### config.mk
export PLATFORM = sky130hd
export DESIGN_NAME = booth_adder_subtractor
export DESIGN_NICKNAME = d
export VERILOG_FILES = /design/src/rtl/booth_adder_subtractor.sv
export SDC_FILE = /design/constraint.sdc
export NUM_CORES = 1
export LEC_CHECK = 0
export BUFFER_PORTS_ARGS = -buffer_cell sky130_fd_sc_hd__buf_2
export CORE_UTILIZATION = 45
export CTS_CLUSTER_SIZE = 12
export DETAILED_ROUTE_END_ITERATION = 10
export GPL_TIMING_DRIVEN = 0
export PLACE_DENSITY = 0.78
export SLEW_MARGIN = 15
export SYNTH_ARGS = -nofsm -noshare
export SYNTH_HDL_FRONTEND = slang
export SYNTH_SLANG_ARGS = --single-unit
export TNS_END_PERCENT = 50
### constraint.sdc
create_clock -name clk -period 1.3 [get_ports clk]
set_input_delay 0.065 -clock clk [delete_from_list [all_inputs] [get_ports clk]]
set_output_delay 0.065 -clock clk [all_outputs]
set_load 0.05 [all_outputs]
### src/rtl/booth_adder_subtractor.sv
// Booth radix-2 add/subtract stage: A, A+M or A-M chosen by {Q0,Q-1}, with signed overflow.
// One-cycle registered latency, accepts an operation every cycle, no backpressure.
module booth_adder_subtractor (
  input  logic        clk,
  input  logic        rst,
  input  logic        in_valid,
  input  logic [31:0] A,
  input  logic [31:0] M,
  input  logic [1:0]  BoothOp,
  output logic [31:0] result,
  output logic        overflow,
  output logic        out_valid
);

  logic        is_add;
  logic        is_sub;
  logic [31:0] addend;
  logic [31:0] sum;
  logic        sum_ovf;

  logic [31:0] result_d, result_q;
  logic        overflow_d, overflow_q;
  logic        out_valid_q;

  // Subtraction reuses the single adder: A + ~M + 1.
  assign is_add = (BoothOp == 2'b01);
  assign is_sub = (BoothOp == 2'b10);
  assign addend = is_sub ? ~M : M;
  assign sum    = A + addend + {31'd0, is_sub};

  // With the inverted addend, the add rule also covers subtraction (incl. M = 0x80000000).
  assign sum_ovf = (A[31] == addend[31]) && (sum[31] != A[31]);

  always_comb begin
    result_d   = A;
    overflow_d = 1'b0;
    if (is_add || is_sub) begin
      result_d   = sum;
      overflow_d = sum_ovf;
    end
  end

  always_ff @(posedge clk or posedge rst) begin
    if (rst) begin
      result_q    <= 32'd0;
      overflow_q  <= 1'b0;
      out_valid_q <= 1'b0;
    end else begin
      out_valid_q <= in_valid;
      if (in_valid) begin
        result_q   <= result_d;
        overflow_q <= overflow_d;
      end
    end
  end

  assign result    = result_q;
  assign overflow  = overflow_q;
  assign out_valid = out_valid_q;

endmodule

==> impl_metrics.toml <==
[run_status]
status = "complete, but fails checks"
violations = "negative setup slack"

[cells_and_area]
area_growth_pct = 51.1
fin_area_um2 = 5340
fillCellCount = 525
final_layout_size_suffix_gt1_share_pct = 45.8
n_antenna_cell = 0
layout.nets = 679

[global_route]
grt_max_degree = 35
grt_pass1_vias = 3922
gr-total-overflow = 0
antenna_found_initial = 0
track_usage_pct = 28.4
grt_pass1_wl_um = 18600

[die]
fp-row-count = 31
ios = 103
die_y_um = 90.6
die_w_um = 90.6
initial_utilization_pct = 47.7
die_area_um2 = 8200
core_um2 = 7410

[logic_synthesis]
synth_area_um2 = 3530
async_flop_share_pct = 100
synth-edff-count = 0
synth.distinct_cells = 66
synth_cells = 422
synth-seq-cells = 34
synth_nets = 523
synth_ff_type = "dfrtp_1"
yosysSeqAreaShare_pct = 24.1
syn_area_per_cell_um2 = 8.37
ys_warn_count = 0

[sta]
worst_pin_slew_ns = 0.778
fin_worst_skew_ns = 0
setup_viol = 32
worst_slack_ns = -1.35
max_freq_ghz = 0.378
min_period_ns = 2.65
period_share_pct = 204
final-max-slew-violation-count = 0
grt_setup_unrepaired = "yes"
slew_headroom_pct = 48.1
timing.hold.ws_ns = 0.00572
finalHoldViolations = 0
tns_ns = -32.29

[critical_path]
critical_path_class = "in -> reg"
crit_chain = "buf_8, clkinv_8, ha_4, clkbuf_16, xor2_1, ha_1, buf_4, o21ai_1, nand2b_2, a21oi_4, a211oi_4, buf_4, o31ai_4, a2111oi_2, or3b_1"
path_buf_inv = 5
crit_path_end_kind = "flip-flop"
rr_endpoint = "result[27]$_DFFE_PP0P_"
cpLargestDelayFamily = "compound AO/OA/AOI/OAI gates"
crit_end = "result[27]$_DFFE_PP0P_"
crit_path_top_delay_cell = "or3b_1"
arrival_ns = 2.83
cpPeakStageDelay_ns = 0.38
reg2reg_slack_ns = 0.21
crit_fanout = 7
worstSetupStartpoint = "BoothOp[0]"
r2r_cells = 2
crit_required_ns = 1.49
crit_cells = 15
reg2reg_from = "result[27]$_DFFE_PP0P_"
worst_setup_path_start_kind = "primary input"
crit_path_frequent_cell = "buf_4"

[route]
drc = 0
first_pass_iters = 9
drt_iter0_markers = 340
post_drt_wl_per_cell_um = 20.3
final_antenna_net_count = 0
viasPerCell = 6.21
wl_um = 13800
vias = 4207

[pwr]
pwr-share-seq_pct = 21.6
powerDensity_nw_per_um2 = 1200
swShare_pct = 49.2
net-switching-power_mw = 3.15
peakVddDrop_mv = 0.698
clkPwrFrac_pct = 14.2
p_leak_nw = 2.40
intPower_mw = 3.26
combPwrFrac_pct = 64.1
power_mw = 6.41

[hold_path]
hold_path.class = "in -> reg"

[place]
dpl.hpwl_um = 7390
post_dp_cell_area_um2 = 4230
dp_slack_ns = -1.87
place_congestion = 0.989
port_buffers = 102

[clock_network]
cts_inserted_buffers = 5
clk_transition_reported_paths_ns = 0.07
clockBufferDepth = 2
cts-root-buf = "clkbuf_8"
cts_tree = "built"
htreeDepth = 2
cts_sinks = 34
clk_latency_ns = 0.31

[flow_run]
maxCapViolations = 0
-- repair_timing --
action	4_1_cts	5_1_grt
hold buffers	2	0
endpoints found under the hold margin	35	0
gates cloned	2	0
setup endpoints to repair	32	32
setup buffers	33	13
resized for setup	72	51
pin swaps	64	30
-- through the flow --
step,utilization (%),instances
CTS,67.0,665
finish,72.0,678
global route,72.0,678
floorplan,-,422
global placement,57.1,623
detailed placement,57.1,623
-- power groups by stage --
stage / Combinational, mW / Clock, mW / Sequential (mW)
4_1_cts: 3.56 / 0.891 / 1.38
5_1_grt: 4.29 / 0.956 / 1.41
2_1_floorplan: 1.63 / 0 / 2.14
6_report: 4.11 / 0.912 / 1.39
3_5_place_dp: 3.08 / 0 / 1.39
3_3_place_gp: 3.03 / 0 / 1.39
-- worst register-to-register path, delay by kind of cell (launching register included) --
kind	cells	cell delay (ns)
compound gates	1	0.23
flops	1	0.39
simple gates	1	0.35
-- worst min-delay path by stage --
stage	from	endpoint	slack, ns	cells past startpoint
2_1_floorplan	in_valid	out_valid$_DFF_PP0_	0.1	0
3_3_place_gp	in_valid	out_valid$_DFF_PP0_	0.27	1
3_5_place_dp	rst	result[0]$_DFFE_PP0P_	0.26	2
4_1_cts	A[28]	result[28]$_DFFE_PP0P_	0.02	3
5_1_grt	A[28]	result[28]$_DFFE_PP0P_	0.02	3
6_report	A[28]	result[28]$_DFFE_PP0P_	0.006	3
-- cell families after synthesis --
group / synth area share, %
fa+ha+maj: 11.6
flops: 24.1
mux: 3.54
simple gates: 14.3
compound gates: 27.7
buf+inv: 4.43
xor+xnor: 14.4
-- cell usage in the layout (no fill, tap or decap), types with 10 or more instances in the layout --
cell / Yosys / routed
a21o_1: 10 / 10
ha_2: 0 / 11
dfrtp_1: 34 / 34
buf_4: 2 / 40
xor2_1: 36 / 28
nand2_1: 24 / 23
ha_1: 31 / 12
nor2_1: 52 / 49
buf_2: 1 / 101
inv_1: 14 / 11
xnor2_1: 22 / 19
a21oi_1: 56 / 45
-- cell usage after synthesis (2+ instances only) --
cell | n | area, um2
xor2_1 | 36 | 315
or3_1 | 3 | 18.8
nand2_1 | 24 | 90.1
and2_1 | 2 | 12.5
nand3_1 | 10 | 50.1
and3_2 | 2 | 15.0
buf_6 | 3 | 33.8
mux2i_1 | 8 | 80.1
a22oi_1 | 6 | 45.0
clkbuf_1 | 10 | 37.5
o21ai_0 | 15 | 75.1
a211oi_2 | 2 | 25.0
o21ai_1 | 7 | 35.0
a21o_1 | 10 | 75.1
a211oi_1 | 2 | 15.0
xnor2_1 | 22 | 193
nand4_1 | 2 | 12.5
nor2_1 | 52 | 195
o211ai_1 | 2 | 15.0
o21bai_1 | 7 | 52.6
o211ai_2 | 2 | 25.0
o31ai_1 | 3 | 22.5
inv_1 | 14 | 52.6
mux2_2 | 2 | 22.5
o31ai_2 | 2 | 25.0
a21oi_1 | 56 | 280
ha_1 | 31 | 388
nor3_1 | 8 | 40.0
and3_1 | 2 | 12.5
o21ai_2 | 2 | 17.5
buf_4 | 2 | 15.0
a21oi_2 | 3 | 26.3
dfrtp_1 | 34 | 851
nor2b_1 | 2 | 12.5
a31oi_1 | 3 | 18.8
-- metal layers --
layer	vias to the layer above	global-route usage [%]	routed length (um)
met2	314	47.4	6550
met4	0	16.5	802
met5	-	0	0
met1	1974	34.1	5090
met3	92	5.05	1320
li1	1827	-	-
-- final cells by class --
class	instances	area (um2)	area share, %
inverters	14	65.1	1.22
clock buffers	7	86.3	1.62
repair buffers	152	960	18.0
multi-input cells	356	3090	58.0
clock inverters	1	5.00	0.0938
flip-flops and latches	34	851	15.9
plain buffers	15	151	2.84
well taps	99	124	2.32
-- sequential cells by signal, summed over array words and instances (netlist names) --
register,cells
out_valid,1
overflow,1
result,32
(Power assumes the default switching activity.)
